$ cat config.mk
export PLATFORM = sky130hd
export DESIGN_NAME = solver_drain
export DESIGN_NICKNAME = d
export VERILOG_FILES = /design/src/rtl/solver_drain_pkg.sv /design/src/rtl/solver_drain_fifo.sv /design/src/rtl/solver_drain.sv
export SDC_FILE = /design/constraint.sdc
export NUM_CORES = 1
export LEC_CHECK = 0
export ABC_AREA = 1
export ABC_CLOCK_PERIOD_IN_PS = 1880
export CORE_MARGIN = 1
export CORE_UTILIZATION = 50
export CTS_BUF_LIST = sky130_fd_sc_hd__clkbuf_4 sky130_fd_sc_hd__clkbuf_8 sky130_fd_sc_hd__clkbuf_16
export CTS_CLUSTER_DIAMETER = 50
export CTS_CLUSTER_SIZE = 24
export DETAILED_ROUTE_END_ITERATION = 8
export PLACE_DENSITY = 0.85
export SLEW_MARGIN = 20
export SYNTH_ARGS = -nofsm -noshare
export SYNTH_HDL_FRONTEND = slang
export SYNTH_SLANG_ARGS = --single-unit
$ cat constraint.sdc
create_clock -name clock -period 1.88 [get_ports clock]
set_clock_uncertainty 0.05 [all_clocks]
set_input_delay 0.282 -clock clock [delete_from_list [all_inputs] [get_ports clock]]
set_output_delay 0.282 -clock clock [all_outputs]
set_load 0.05 [all_outputs]
$ cat src/rtl/solver_drain_pkg.sv
// Shared types and widths for the solver drain path.
// Holds the FSM state encoding and the packed pixel bundle carried by the output FIFO.
package solver_drain_pkg;

    localparam int SOLVER_ID_W = 6;
    localparam int RAM_ADDR_W  = 10;
    localparam int PIXEL_W     = 8;
    localparam int INDEX_W     = 16;

    typedef enum logic [1:0] {
        IDLE       = 2'd0,
        WAIT_SOLVE = 2'd1,
        READ       = 2'd2,
        FLUSH      = 2'd3
    } drain_state_e;

    // One streamed word: iteration value, linear index, end-of-pass flag.
    typedef struct packed {
        logic [PIXEL_W-1:0] data;
        logic [INDEX_W-1:0] index;
        logic               last;
    } pixel_t;

    localparam int PIXEL_BITS = $bits(pixel_t);

endpackage

$ cat src/rtl/solver_drain_fifo.sv
// stream_fifo2: 2-entry synchronous FIFO with push/pop, count, full and empty.
// Ports: clock, reset, push_i, pop_i, data_i -> data_o (head), count_o, full_o, empty_o.
module stream_fifo2 #(
    parameter int W = 25
) (
    input  logic         clock,
    input  logic         reset,
    input  logic         push_i,
    input  logic         pop_i,
    input  logic [W-1:0] data_i,
    output logic [W-1:0] data_o,
    output logic [1:0]   count_o,
    output logic         full_o,
    output logic         empty_o
);

    logic [W-1:0] mem_q [2];
    logic         wr_q;
    logic         rd_q;
    logic [1:0]   count_q;
    logic         do_push;
    logic         do_pop;

    assign empty_o = (count_q == 2'd0);
    assign full_o  = (count_q == 2'd2);
    assign count_o = count_q;
    assign data_o  = mem_q[rd_q];

    // A full FIFO still accepts a push when the head leaves in the same cycle.
    assign do_pop  = pop_i && !empty_o;
    assign do_push = push_i && (!full_o || do_pop);

    always_ff @(posedge clock) begin
        if (reset) begin
            mem_q[0] <= '0;
            mem_q[1] <= '0;
            wr_q     <= 1'b0;
            rd_q     <= 1'b0;
            count_q  <= 2'd0;
        end else begin
            if (do_push) begin
                mem_q[wr_q] <= data_i;
                wr_q        <= ~wr_q;
            end
            if (do_pop) begin
                rd_q <= ~rd_q;
            end
            count_q <= count_q + {1'b0, do_push} - {1'b0, do_pop};
        end
    end

    a_no_overflow : assert property (
        @(posedge clock) disable iff (reset)
        !(push_i && full_o && !pop_i)
    );

endmodule

$ cat src/rtl/solver_drain.sv
// solver_drain: walks every solver result RAM after solve_done and streams it out.
// Ports: start/solve_done control, rd_solver_id/rd_addr/rd_data_in RAM port,
// out_valid/out_ready/out_data/out_index/out_last stream, busy and sticky drained.
module solver_drain
    import solver_drain_pkg::*;
#(
    parameter int NUM_SOLVERS = 1,
    parameter int WORDS       = 1024
) (
    input  logic                      clock,
    input  logic                      reset,
    input  logic                      start,
    input  logic                      solve_done,
    output logic [SOLVER_ID_W-1:0]    rd_solver_id,
    output logic [RAM_ADDR_W-1:0]     rd_addr,
    input  logic signed [PIXEL_W-1:0] rd_data_in,
    output logic                      out_valid,
    input  logic                      out_ready,
    output logic signed [PIXEL_W-1:0] out_data,
    output logic [INDEX_W-1:0]        out_index,
    output logic                      out_last,
    output logic                      busy,
    output logic                      drained
);

    localparam logic [SOLVER_ID_W-1:0] LAST_ID   = SOLVER_ID_W'(NUM_SOLVERS - 1);
    localparam logic [RAM_ADDR_W-1:0]  LAST_ADDR = RAM_ADDR_W'(WORDS - 1);

    drain_state_e           state_q;
    logic [SOLVER_ID_W-1:0] ptr_id_q, ptr_id_d;
    logic [RAM_ADDR_W-1:0]  ptr_addr_q, ptr_addr_d;
    logic [SOLVER_ID_W-1:0] rd_id_q;
    logic [RAM_ADDR_W-1:0]  rd_addr_q;
    logic                   inflight_q;
    logic [INDEX_W-1:0]     pend_index_q;
    logic                   pend_last_q;
    logic                   busy_q;
    logic                   drained_q;

    logic                   issue;
    logic                   pop;
    logic                   ptr_at_end;
    logic [1:0]             fifo_count;
    logic [1:0]             occupancy;
    logic                   fifo_full;
    logic                   fifo_empty;
    pixel_t                 push_pix;
    pixel_t                 head_pix;

    assign out_valid = !fifo_empty;
    assign pop       = out_valid && out_ready;

    // A slot freed by this cycle's pop is credited immediately, which keeps
    // one word per cycle flowing through the 2-entry FIFO.
    assign occupancy  = fifo_count + {1'b0, inflight_q} - {1'b0, pop};
    assign issue      = (state_q == READ) && (occupancy < 2'd2);
    assign ptr_at_end = (ptr_id_q == LAST_ID) && (ptr_addr_q == LAST_ADDR);

    // The RAM samples the address on the issue edge; between issues the
    // last address is held.
    assign rd_solver_id = issue ? ptr_id_q : rd_id_q;
    assign rd_addr      = issue ? ptr_addr_q : rd_addr_q;

    always_comb begin
        ptr_id_d   = ptr_id_q;
        ptr_addr_d = ptr_addr_q + 1'b1;
        if (ptr_addr_q == LAST_ADDR) begin
            ptr_addr_d = '0;
            ptr_id_d   = ptr_id_q + 1'b1;
        end
    end

    always_ff @(posedge clock) begin
        if (reset) begin
            state_q      <= IDLE;
            ptr_id_q     <= '0;
            ptr_addr_q   <= '0;
            rd_id_q      <= '0;
            rd_addr_q    <= '0;
            inflight_q   <= 1'b0;
            pend_index_q <= '0;
            pend_last_q  <= 1'b0;
            busy_q       <= 1'b0;
            drained_q    <= 1'b0;
        end else begin
            inflight_q <= issue;
            if (issue) begin
                rd_id_q      <= ptr_id_q;
                rd_addr_q    <= ptr_addr_q;
                pend_index_q <= {ptr_id_q, ptr_addr_q};
                pend_last_q  <= ptr_at_end;
                ptr_id_q     <= ptr_id_d;
                ptr_addr_q   <= ptr_addr_d;
            end
            unique case (state_q)
                IDLE: begin
                    if (start) begin
                        state_q    <= WAIT_SOLVE;
                        busy_q     <= 1'b1;
                        drained_q  <= 1'b0;
                        ptr_id_q   <= '0;
                        ptr_addr_q <= '0;
                    end
                end
                WAIT_SOLVE: begin
                    if (solve_done) begin
                        state_q <= READ;
                    end
                end
                READ: begin
                    if (issue && ptr_at_end) begin
                        state_q <= FLUSH;
                    end
                end
                FLUSH: begin
                    if (!inflight_q && fifo_empty) begin
                        state_q   <= IDLE;
                        busy_q    <= 1'b0;
                        drained_q <= 1'b1;
                    end
                end
                default: state_q <= IDLE;
            endcase
        end
    end

    assign push_pix.data  = rd_data_in;
    assign push_pix.index = pend_index_q;
    assign push_pix.last  = pend_last_q;

    stream_fifo2 #(
        .W(PIXEL_BITS)
    ) u_fifo (
        .clock   (clock),
        .reset   (reset),
        .push_i  (inflight_q),
        .pop_i   (pop),
        .data_i  (push_pix),
        .data_o  (head_pix),
        .count_o (fifo_count),
        .full_o  (fifo_full),
        .empty_o (fifo_empty)
    );

    assign out_data  = head_pix.data;
    assign out_index = head_pix.index;
    assign out_last  = head_pix.last;
    assign busy      = busy_q;
    assign drained   = drained_q;

    a_credit : assert property (
        @(posedge clock) disable iff (reset)
        !(fifo_full && inflight_q && !pop)
    );

endmodule

Yosys cells after proc, flatten, opt, wreduce, memory -nomap -nowiden
Memory sizes are Yosys's and may differ from the RTL's. A register that Yosys moved wholly into a read port is not among the register bits.
Cells that the tools add are included.
{"block": "op_classes", "n_addsub": 6, "bitwise_logic": 2, "reduce_logical": 18, "n_mux": 31, "n_lt_le_gt_ge": 1, "n_eq_ne": 9}
{"op": "2-to-1 mux 10 bit", "count": 5}
{"op": "2-to-1 mux 6 bit", "count": 5}
{"op": "2-to-1 mux 25 bit", "count": 1}
{"op": "OR reduction 25 bit", "count": 1}
{"op": "2-to-1 mux 1 bit", "count": 13}
{"op": "adder 10 x 1 -> 10 bit, second input constant", "count": 1}
{"op": "== test 10 bit, second input constant", "count": 1}
{"op": "2-to-1 mux 2 bit", "count": 4}
{"op": "one-hot mux 2 bit (4 select lines)", "count": 1}
{"op": "logical AND 1 bit", "count": 7}
{"op": "adder 6 x 1 -> 6 bit, second input constant", "count": 1}
{"op": "== test 2 bit, second input constant", "count": 3}
{"op": "logical NOT 6 bit", "count": 1}
{"op": "!= test 2 bit, second input constant", "count": 3}
{"op": "adder 2 x 1 -> 2 bit", "count": 2}
{"op": "logical NOT 2 bit", "count": 2}
{"op": "one-hot mux 1 bit (2 select lines)", "count": 2}
{"op": "AND reduction 4 bit", "count": 1}
{"op": "subtractor 2 x 1 -> 2 bit", "count": 2}
{"op": "logical NOT 1 bit", "count": 3}
{"op": "AND reduction 3 bit", "count": 1}
{"op": "== test 2 x 1 -> 1 bit, second input constant", "count": 1}
{"op": "< comparator 2 bit, second input constant", "count": 1}
{"op": "!= test 2 x 1 -> 1 bit, second input constant", "count": 1}
{"op": "3 further kinds", "count": 4}
{"block": "totals", "inputBits": 13, "mem_bits_rw": 50, "register_bits": 58, "elab_cells": 81, "output_inout_bits": 44, "n_memories": 1}
{"memory": "u_fifo.mem_q", "depth": 2, "width": 25, "rd": 1, "rd_clocked_by_memory_dff": 1, "write_ports": 2, "line": "solver_drain_fifo.sv:17", "text": "logic [W-1:0] mem_q [2];"}

Longest topological paths before layout
{"block": "logic_depth", "word_depth": 11, "mapped_depth": 17, "depth_no_buf": 17}

Cells and area by module
A second synthesis with hierarchy kept.
{"block": "unflattened", "cells_unflattened": 530, "area_unflattened_um2": 4895.9}
{"mod": "stream_fifo2", "area_each_um2": 2471.1, "seq_area_each_um2": 1601.5, "n_inst": 1, "cells_per_inst": 199}
{"mod": "solver_drain", "area_each_um2": 2424.8, "seq_area_each_um2": 1081.0, "n_inst": 1, "cells_per_inst": 331}

Least setup slack after synthesis
No wires, ideal clock.
{"block": "synth_timing", "path_type": "register to output", "start": "register u_fifo.count_q[1] (netlist: u_fifo.count_o[1])", "end": "output rd_solver_id[3]", "t_arrival_ns": 2.130, "path_stages_with_launch": 14, "setup_slack_ns": -0.582, "required_time_ns": 1.548, "path_buffers": 1, "path_cell_list": "dfxtp_1 inv_2 nand2_2 nand2_1 inv_1 ha_1 inv_1 nand2_1 nand3_1 nand2_2 nor2_4 buf_4 nand2_1 nand2_1"}
{"block": "synth_between", "elab_chain_len": 7, "word_cells_on_any_way": 8, "classes_between": "2 x add/sub; 1 x order compare; 1 x mux; 4 x reduce/logical"}
{"item": "start, declared", "line": "solver_drain_fifo.sv:20", "text": "logic [1:0] count_q;"}
{"item": "start signal, assigned", "line": "solver_drain_fifo.sv:48", "text": "count_q <= count_q + {1'b0, do_push} - {1'b0, do_pop};"}
{"item": "logical NOT 2 bit", "line": "solver_drain_fifo.sv:24", "text": "assign empty_o = (count_q == 2'd0);"}
{"item": "logical NOT 1 bit", "line": "solver_drain.sv:50", "text": "assign out_valid = !fifo_empty;"}
{"item": "named net out_valid", "line": "solver_drain.sv:17", "text": "output logic out_valid,"}
{"item": "logical AND 1 bit", "line": "solver_drain.sv:51", "text": "assign pop = out_valid && out_ready;"}
{"item": "subtractor 2 x 1 -> 2 bit", "line": "solver_drain.sv:55", "text": "assign occupancy = fifo_count + {1'b0, inflight_q} - {1'b0, pop};"}
{"item": "< comparator 2 bit", "line": "solver_drain.sv:56", "text": "assign issue = (state_q == READ) && (occupancy < 2'd2);"}
{"item": "logical AND 1 bit", "line": "solver_drain.sv:56"}
{"item": "2-to-1 mux 6 bit"}
{"item": "end, declared", "line": "solver_drain.sv:14", "text": "output logic [SOLVER_ID_W-1:0] rd_solver_id,"}
The timed path passes the listed nets, and every way through them passes these cells.

Final worst setup path
{"block": "layout_timing", "start": "register u_fifo.count_q[0] (netlist: u_fifo.count_o[0])", "end": "output rd_addr[7]"}
{"block": "layout_between", "elab_chain_len": 7, "word_cells_on_any_way": 8, "classes_between": "2 x add/sub; 1 x order compare; 1 x mux; 4 x reduce/logical"}
{"item": "branches (longest 3 deep; another with adder 2 x 1 -> 2 bit)"}
{"item": "subtractor 2 x 1 -> 2 bit *", "line": "solver_drain.sv:55"}
{"item": "< comparator 2 bit *", "line": "solver_drain.sv:56"}
{"item": "logical AND 1 bit *", "line": "solver_drain.sv:56"}
{"item": "2-to-1 mux 10 bit *"}
{"item": "end, declared", "line": "solver_drain.sv:15", "text": "output logic [RAM_ADDR_W-1:0] rd_addr,"}
Mark *: on every way between the ends.

==> results.py <==
metrics = {
    "worst_setup_path": {
        "required_ps": 1550,
        "path_max_fanout": 5,
        "reg2reg_to": "state_q[1]",
        "cp.arrival_ps": 2300,
        "crit_path_start_kind": "register",
        "crit_start": "u_fifo.count_o[0]",
        "worstReg2RegStart": "u_fifo.count_o[0]",
        "critical_path_class": "register to output pin",
        "r2r_setup_slack_ps": -500,
        "reg2reg_depth": 19,
        "critPathCaptureType": "output pin",
    },
    "sta": {
        "worst_slack_ps": -755,
        "setup_viol": 67,
        "min_period_over_period_pct": 140,
        "rsz0062_at_grt": "yes",
        "relSlewSlack_pct": 63.0,
        "tightest_slew_ps": 555,
        "max_freq_mhz": 380,
        "finalCriticalPeriod_ps": 2630,
        "final_max_slew_viol_count": 0,
        "finalHoldViolations": 0,
    },
    "global_route": {
        "grt_pass1_vias": 4124,
        "antenna_found_initial": 0,
        "track_usage_pct": 26.8,
        "overflow": 0,
        "grt_pass1_wl_um": 20100,
        "grt_max_degree": 38,
    },
    "yosys": {
        "synth-compound-area-share_pct": 6.03,
        "synth.area.top_cells": "edfxtp_1, dfxtp_1, nand2_1",
        "synth_top_family_by_area": "simple AND/OR/NAND/NOR gates",
        "synthMuxAreaShare_pct": 5.96,
        "yosys.area_share.simple_pct": 20.2,
        "synth_cell_types": 29,
        "synth_nets": 539,
        "synth_flop_cell": "dfxtp_1",
        "syn_inst": 516,
        "synthXorXnorAreaFrac_pct": 1.30,
        "synth.most_common_cell": "nand2_1",
        "synthArstFlopShare_pct": 0,
        "yosysSeqAreaShare_pct": 56.7,
        "synth_common_cells": "nand2_1, nor2_1, dfxtp_1, inv_1, edfxtp_1",
        "synth.cell_area_mm2": 0.00473,
        "yosys.area.top_type_share_pct": 31.8,
        "syn_avg_cell_area_um2": 9.16,
        "ys_warn_count": 0,
        "synth.largest_area_cell": "edfxtp_1",
        "synthAdderAreaFrac_pct": 2.65,
        "synth-seq-cells": 109,
        "synth-edff-count": 50,
    },
    "power_and_ir_drop": {
        "power.density_mw_per_mm2": 1010,
        "vdd_ir_drop_max_uv": 959,
        "p_leak_nw": 2.89,
        "p_total_mw": 7.37,
    },
    "die": {
        "io-pin-count": 57,
        "die_h_um": 99.2,
        "die-area_mm2": 0.00985,
        "die_x_um": 99.2,
        "initial_utilization_pct": 51.4,
        "core-area_mm2": 0.00920,
        "placementRows": 35,
    },
    "detailed_routing": {
        "dr.first_iter.drc_count": 240,
        "vias_per_cell": 5.60,
        "via_count": 4247,
        "ant_nets": 0,
        "wl_per_cell_um": 20.1,
        "dr.pass1.iters": 5,
        "drcViolationCount": 0,
        "wl_um": 15200,
    },
    "clock_network": {
        "numCtsBuffers": 9,
        "clk_path_buf_depth": 2,
        "cts_tree": "built",
        "clock_sinks": 109,
        "cts_hold_buffers": 0,
        "clock_latency_ps": 400,
        "cts_max_level": 3,
        "cts_root_buffer": "clkbuf_8",
        "clkTransAtPathRegs_ps": 120,
    },
    "min_path": {
        "hold_end": "u_fifo.rd_q",
        "hold_path.class": "register to register",
        "min-delay-start": "u_fifo.rd_q",
        "hold_depth": 1,
    },
    "finish": {
        "final_cells": 759,
        "drive_above_1_share_pct": 43.7,
        "diodes": 0,
        "nets": 666,
        "syn2layout_area_growth_pct": 53.8,
    },
    "place": {
        "gp_congestion": 0.894,
        "io_buffers": 56,
        "dp_hpwl_um": 7640,
        "dp.cells": 718,
    },
    "run_status": {
        "status": "finished, violations left",
        "violations": "setup timing",
    },
    "run": {
        "max_cap_violations": 0,
    },
}
[sequential cells by signal (all words and copies together) (netlist names), named ones only]
register,flops
busy,1
drained,1
inflight_q,1
pend_index_q,16
pend_last_q,1
ptr_addr_q,10
ptr_id_q,6
rd_addr_q,10
rd_id_q,6
state_q,2
u_fifo.count_o,2
u_fifo.mem_q,50
u_fifo.rd_q,1
u_fifo.wr_q,1
[routing by layer]
metal | up-vias | track usage [%] | part of all wire [%]
li1 | 1921 | - | -
met4 | 0 | 16.2 | 6.1
met3 | 77 | 4.85 | 5.6
met2 | 210 | 47.7 | 51
met1 | 2039 | 29.8 | 37
met5 | - | 0 | 0
[repair_timing]
action,4_1_cts,5_1_grt
setup buffers,12,16
resized for setup,42,73
setup endpoints to repair,62,81
pin swaps,17,27
cloned,0,1
[layout make-up]
cell class              instances  area, µm²
well taps                     111        139
fillers                       488       1930
inverters                      61        239
multi-input cells             328       2510
flip-flops and latches        109       2690
clock inverters                 7       86.3
clock buffers                   9        124
repair buffers                134       1480
[worst max-delay path, stage by stage, from the launching register on]
cell	delay [ps]
dfxtp_2	340
inv_2	100
buf_4	140
ha_4	170
inv_4	50
nand2_4	100
nand2_4	70
nand2_4	90
nand2_4	60
nor2_4	200
buf_12	150
buf_12	140
nand2_8	70
nand2_8	70
buf_12	130
[worst max path at each step]
stage	endpoint	slack, ps	cells past startpoint
6_report	rd_addr[7]	-750	14
5_1_grt	rd_addr[7]	-800	14
4_1_cts	rd_addr[4]	-650	15
3_5_place_dp	rd_addr[4]	-590	14
3_3_place_gp	rd_solver_id[3]	-540	14
2_1_floorplan	rd_addr[4]	-200	13
[cells in the final DEF (no fill, tap or decap), types with 9 or more instances in the layout]
cell type,synthesis,routed
buf_4,2,71
nand2_8,0,28
clkbuf_8,0,9
edfxtp_1,50,50
nand2_1,118,62
buf_6,3,22
mux2_2,25,25
nand2_4,0,15
nand2_2,7,20
ha_1,10,9
nand3_1,12,10
dfxtp_1,59,56
nor2_1,78,74
inv_1,59,54
clkdlybuf4s50_1,0,12
a21oi_2,0,27
a21oi_1,49,21
buf_12,0,26
[logic make-up after synthesis]
group,after synthesis
flip-flops,109
AND/OR/NAND/NOR,230
buffers and inverters,79
XOR/XNOR,7
AO/OA/AOI/OAI,56
multiplexers,25
adder cells (fa/ha/maj),10
[per-stage QoR]
step / worst slack (ps) / TNS, ps / area [µm²] / hold WS (ps) / util [%]
finish: -755 / -22590 / 7270 / 415 / 79.0
global route: -802 / -26230 / 7270 / 444 / 79.0
CTS: -648 / -13970 / 6870 / 413 / 74.7
detailed placement: -586 / -32650 / 6380 / 393 / 69.4
global placement: -544 / -27640 / 6380 / 385 / 69.4
floorplan: -202 / -2700 / 5240 / 375 / -
[report_power, final]
group | internal [mW] | total, mW | switching [mW]
Sequential | 2.64 | 2.73 | 0.0989
Clock | 0.544 | 1.51 | 0.966
Combinational | 1.29 | 3.12 | 1.84
Power figures use the tool's default switching activity.
